<file path="config.mk">
export PLATFORM = sky130hd
export DESIGN_NAME = pipelined_barrel_shifter
export DESIGN_NICKNAME = d
export VERILOG_FILES = /design/src/rtl/shifter_pkg.sv /design/src/rtl/shift_stage.sv /design/src/rtl/pipelined_barrel_shifter.sv
export SDC_FILE = /design/constraint.sdc
export NUM_CORES = 1
export LEC_CHECK = 0
export CORE_UTILIZATION = 50
export DETAILED_ROUTE_END_ITERATION = 10
export PLACE_DENSITY = 0.75
export SYNTH_ARGS = -nofsm -noshare
export SYNTH_HDL_FRONTEND = slang
export SYNTH_SLANG_ARGS = --single-unit
</file>
<file path="constraint.sdc">
create_clock -name clk -period 2.8 [get_ports clk]
set_input_delay 0.56 -clock clk [delete_from_list [all_inputs] [get_ports clk]]
set_output_delay 0.56 -clock clk [all_outputs]
set_load 0.01 [all_outputs]
</file>
<file path="src/rtl/shifter_pkg.sv">
// Shared encodings for the pipelined shifter: shift modes and direction constants.
// Imported by the top and by every shift stage.
package shifter_pkg;

    typedef enum logic [1:0] {
        SH_LOGICAL  = 2'd0,
        SH_ARITH    = 2'd1,
        SH_ROTATE   = 2'd2,
        SH_RESERVED = 2'd3
    } sh_mode_e;

    localparam logic SH_LEFT  = 1'b1;
    localparam logic SH_RIGHT = 1'b0;

endpackage

</file>
<file path="src/rtl/shift_stage.sv">
// One shifter stage: conditionally shifts/rotates by DIST, then registers result and control.
// Latency 1 cycle; loads when empty or when downstream drains it in the same cycle.
module shift_stage
    import shifter_pkg::*;
#(
    parameter int WIDTH = 8,
    parameter int DIST  = 1,
    parameter int SHW   = $clog2(WIDTH)
) (
    input  logic             clk,
    input  logic             rst,
    input  logic             in_valid,
    output logic             in_ready,
    input  logic [WIDTH-1:0] in_data,
    input  logic [SHW-1:0]   in_shamt,
    input  logic             in_dir,
    input  logic [1:0]       in_mode,
    output logic             out_valid,
    input  logic             out_ready,
    output logic [WIDTH-1:0] out_data,
    output logic [SHW-1:0]   out_shamt,
    output logic             out_dir,
    output logic [1:0]       out_mode
);

    localparam int BIT = $clog2(DIST);

    logic [WIDTH-1:0] shifted;
    logic [WIDTH-1:0] stage_res;
    logic             load;

    logic             valid_q;
    logic [WIDTH-1:0] data_q;
    logic [SHW-1:0]   shamt_q;
    logic             dir_q;
    logic [1:0]       mode_q;

    always_comb begin
        shifted = in_data;
        case (sh_mode_e'(in_mode))
            SH_ROTATE: begin
                if (in_dir == SH_LEFT)
                    shifted = (in_data << DIST) | (in_data >> (WIDTH - DIST));
                else
                    shifted = (in_data >> DIST) | (in_data << (WIDTH - DIST));
            end
            // Sign fill only matters for right shifts; left arithmetic is logical left.
            SH_ARITH: begin
                if (in_dir == SH_LEFT)
                    shifted = in_data << DIST;
                else
                    shifted = WIDTH'($signed(in_data) >>> DIST);
            end
            default: begin
                if (in_dir == SH_LEFT)
                    shifted = in_data << DIST;
                else
                    shifted = in_data >> DIST;
            end
        endcase
        stage_res = in_shamt[BIT] ? shifted : in_data;
    end

    assign load     = !valid_q || out_ready;
    assign in_ready = !rst && load;

    always_ff @(posedge clk) begin
        if (rst) begin
            valid_q <= 1'b0;
            data_q  <= '0;
            shamt_q <= '0;
            dir_q   <= 1'b0;
            mode_q  <= 2'd0;
        end else if (load) begin
            valid_q <= in_valid;
            if (in_valid) begin
                data_q  <= stage_res;
                shamt_q <= in_shamt;
                dir_q   <= in_dir;
                mode_q  <= in_mode;
            end
        end
    end

    assign out_valid = valid_q;
    assign out_data  = data_q;
    assign out_shamt = shamt_q;
    assign out_dir   = dir_q;
    assign out_mode  = mode_q;

endmodule

</file>
<file path="src/rtl/pipelined_barrel_shifter.sv">
// Pipelined WIDTH-bit shifter/rotator, one register slice per shift-amount bit, MSB amount first.
// Latency log2(WIDTH) cycles; valid/ready both sides, empty slots let upstream advance under stall.
module pipelined_barrel_shifter
    import shifter_pkg::*;
#(
    parameter  int WIDTH = 8,
    localparam int SHW   = $clog2(WIDTH)
) (
    input  logic             clk,
    input  logic             rst,
    input  logic             in_valid,
    output logic             in_ready,
    input  logic [WIDTH-1:0] in_data,
    input  logic [SHW-1:0]   in_shamt,
    input  logic             in_dir,
    input  logic [1:0]       in_mode,
    output logic             out_valid,
    input  logic             out_ready,
    output logic [WIDTH-1:0] out_data
);

    // Index k is the input of stage k; index k+1 is its registered output.
    logic [SHW:0]     vld;
    logic [WIDTH-1:0] dat [SHW+1];
    logic [SHW-1:0]   sha [SHW+1];
    logic [SHW:0]     dir;
    logic [1:0]       mde [SHW+1];
    logic [SHW-1:0]   dn_rdy;
    logic [SHW-1:0]   stg_in_rdy;

    assign vld[0] = in_valid;
    assign dat[0] = in_data;
    assign sha[0] = in_shamt;
    assign dir[0] = in_dir;
    assign mde[0] = in_mode;

    // Ready is resolved in one flat pass from the output backwards so the
    // chain forms no combinational loop through the stage instances.
    always_comb begin
        dn_rdy = '0;
        dn_rdy[SHW-1] = out_ready;
        for (int k = SHW - 2; k >= 0; k--) begin
            dn_rdy[k] = !vld[k+2] || dn_rdy[k+1];
        end
    end

    for (genvar k = 0; k < SHW; k++) begin : g_stage
        shift_stage #(
            .WIDTH (WIDTH),
            .DIST  (1 << (SHW - 1 - k))
        ) u_stage (
            .clk       (clk),
            .rst       (rst),
            .in_valid  (vld[k]),
            .in_ready  (stg_in_rdy[k]),
            .in_data   (dat[k]),
            .in_shamt  (sha[k]),
            .in_dir    (dir[k]),
            .in_mode   (mde[k]),
            .out_valid (vld[k+1]),
            .out_ready (dn_rdy[k]),
            .out_data  (dat[k+1]),
            .out_shamt (sha[k+1]),
            .out_dir   (dir[k+1]),
            .out_mode  (mde[k+1])
        );
    end

    assign in_ready  = stg_in_rdy[0];
    assign out_valid = vld[SHW];
    assign out_data  = dat[SHW];

    logic unused_tail;
    assign unused_tail = ^{sha[SHW], dir[SHW], mde[SHW], stg_in_rdy};

endmodule

</file>
==> reports/metrics.yaml <==
gp_congestion: 0.8495
cp_data_arrival_time_ns: 1.98
drv_slew: 0
placed_cells: 301
cpMaxStageDelayCell: "clkdlybuf4s50_1"
synth_top_area_frac: 0.3378
htree_levels: 2
path_delay_family: "buffers and inverters"
vdd_ir_drop_max_mv: 0.3046
layout-drive-gt1-share: 0.1236
critPathCaptureType: "output pin"
synth_area_leaders: "dfxtp_1 34%, mux2i_1 7.5%, nand2_1 5.3%, nor2_1 4.9%, a21oi_1 4.7%"
root_buffer: "clkbuf_8"
ant_nets: 0
path_clk_slew_ns: 0.07
status: "finished clean"
cp_cell_sequence: "clkdlybuf4s50_1, nand4b_4, nor2b_1, clkdlybuf4s50_1"
hold_class: "reg2reg"
place_ws_ns: 0.2649
finalHoldViolations: 0
core_region_area_um2: 4058
synth_edf_count: 0
postCtsSetupRepairBufs: 0
dr.pass1.iters: 4
slowest_delay_ns: 0.55
drv_cap: 0
finClkSkew_ns: 0.005485
grt_use_total: 0.1928
cts_buffer_depth: 2
die_width_um: 67.32
r2r.worst_path.cells: 6
fin_cells: 309
via_count: 1677
grt_pass1_vias: 1527
critPathKind: "in2out"
port-buffer-count: 27
cts_buffers: 5
syn-mean-instance-area_um2: 8.672
setup_viol: 0
dp_hpwl_um: 2809
rrSetupSlack_ns: 1.13
synth_cells: 246
wl_um: 3961
synth_ff_type: "dfxtp_1"
grt_pass1_wl_um: 6637
power_leakage_nw: 0.8900
ys_seq_area_frac: 0.3378
worst_skew_pair.late_latency_ns: 0.28
nNetsFinal: 282
drc_errors: 0
grt_max_degree: 43
syn_to_final_growth_pct: 12.08
post-synth-top-count-cell: "dfxtp_1"
crit_path_frequent_cell: "clkdlybuf4s50_1"
wl_per_cell_um: 12.82
netlist_area_um2: 2133
period_minus_slack_ns: 2.542
setup_slack_ns: 0.2584
slew_headroom: 0.5997
synth_top_area_cell: "dfxtp_1"
async_flop_share: 0
min_from: "g_stage[2].u_stage.out_data[0]"
max_freq_mhz: 393.4
ys_ff_latch: 36
grt_antenna_before_repair: 0
min_path_cells: 2
start_kind: "primary input"
ios: 28
worst_pin_slew_ns: 0.5996
worst-path-buf-inv: 2
yosysWarnings: 0
dieArea_um2: 4532
rsz0062_at_grt: "false"
num_antenna_cells: 0
critPathMaxFanout: 4
setup_tns_ns: 0
initial_core_util: 0.5257
timing.rr.end: "g_stage[1].u_stage.out_data[7]"
cts_resized: 0
grt.overflow.total: 0
cts.sinks: 36
drt_iter0_markers: 112
rows: 23
syn_nets: 270
min_period_over_period: 0.9077
synth_common_cells: "36 x dfxtp_1, 30 x nand2_1, 28 x nor2_1"
synth.distinct_cells: 45
reg2reg_from: "g_stage[0].u_stage.out_mode[0]"
cts_tree: "yes"
fp.dieH_um: 67.32
fin_util: 0.5893
worstPathRequired_ns: 2.24
routed_via_density: 5.427
hold_path_end: "g_stage[2].u_stage.out_data[0]"
postCtsHoldBufs: 0
power_density_nw_per_um2: 466.0
==> metrics by stage <==
stage | hold WS (ns) | area, um2 | power, mW
finish | 0.4667 | 2391 | 1.114
global route | 0.4899 | 2391 | 1.159
CTS | 0.4686 | 2391 | 1.119
detailed placement | 0.4574 | 2298 | 0.7421
global placement | 0.4507 | 2298 | 0.7371
floorplan | 0.4321 | 2133 | 0.6942
==> final cells by class <==
type / instances / area, um2
clock inverters: 2 / 10.01
multi-input cells: 175 / 1192
fillers: 363 / 1667
flip-flops and latches: 36 / 720.7
well taps: 50 / 62.56
repair buffers: 28 / 277.8
clock buffers: 6 / 82.58
inverters: 12 / 45.04
==> power by group <==
| part | leakage [nW] | switching [mW] | total (mW) | internal, mW |
|---|---|---|---|---|
| Clock | 0.0510 | 0.187 | 0.384 | 0.196 |
| Sequential | 0.294 | 0.0326 | 0.567 | 0.535 |
| Combinational | 0.545 | 0.0823 | 0.163 | 0.0808 |
==> cells by family after synthesis <==
group,count (synthesis),synth area share
compound gates,61,0.2164
flops,36,0.3378
fa+ha+maj,6,0.03519
buf+inv,35,0.1032
simple gates,90,0.2217
mux,18,0.08563
==> worst min-delay path, cell delays in order, from the launching register on <==
cell	delay, ns
dfxtp_1	0.31
inv_1	0.06
a221oi_2	0.05
==> how the worst max path moves through the flow <==
stage               startpoint  endpoint  slack [ns]  depth (start not counted)
finish               out_ready  in_ready        0.26                          4
global route         out_ready  in_ready        0.23                          4
CTS                  out_ready  in_ready        0.25                          4
detailed placement   out_ready  in_ready        0.26                          4
global placement     out_ready  in_ready        0.29                          4
floorplan                  rst  in_ready        1.18                          3
==> layer usage <==
metal	vias to the layer above	routed length, um	GRT usage
li1	887	-	-
met1	747	1891	0.2217
met2	36	1885	0.3425
met3	7	130	0.04730
met4	0	53	0.06915
met5	-	0	0
==> sequential cells by signal (all words and copies together) (netlist names) <==
signal / count
g_stage.u_stage.out_data: 24
g_stage.u_stage.out_dir: 2
g_stage.u_stage.out_mode: 4
g_stage.u_stage.out_shamt: 3
g_stage.u_stage.out_valid: 3
==> cells in the final DEF (no fill, tap or decap), drive strengths merged <==
master         count
o21bai             1
a22o               1
a221oi             7
nand3b             8
nand3              1
a21oi             29
nor3               5
o22ai              1
nor2b              5
o41ai              6
nand2b             4
and2               1
a21boi             1
nand4bb            3
nand4b             1
dfxtp             36
inv               12
clkinv             2
o221ai             1
o211ai             5
a31oi              2
ha                 6
clkbuf             6
buf                1
mux2               2
o21ai              4
a211oi             2
nand2             34
mux2i             16
clkdlybuf4s50     27
a211o              1
nor2              28
(Power assumes the default switching activity.)
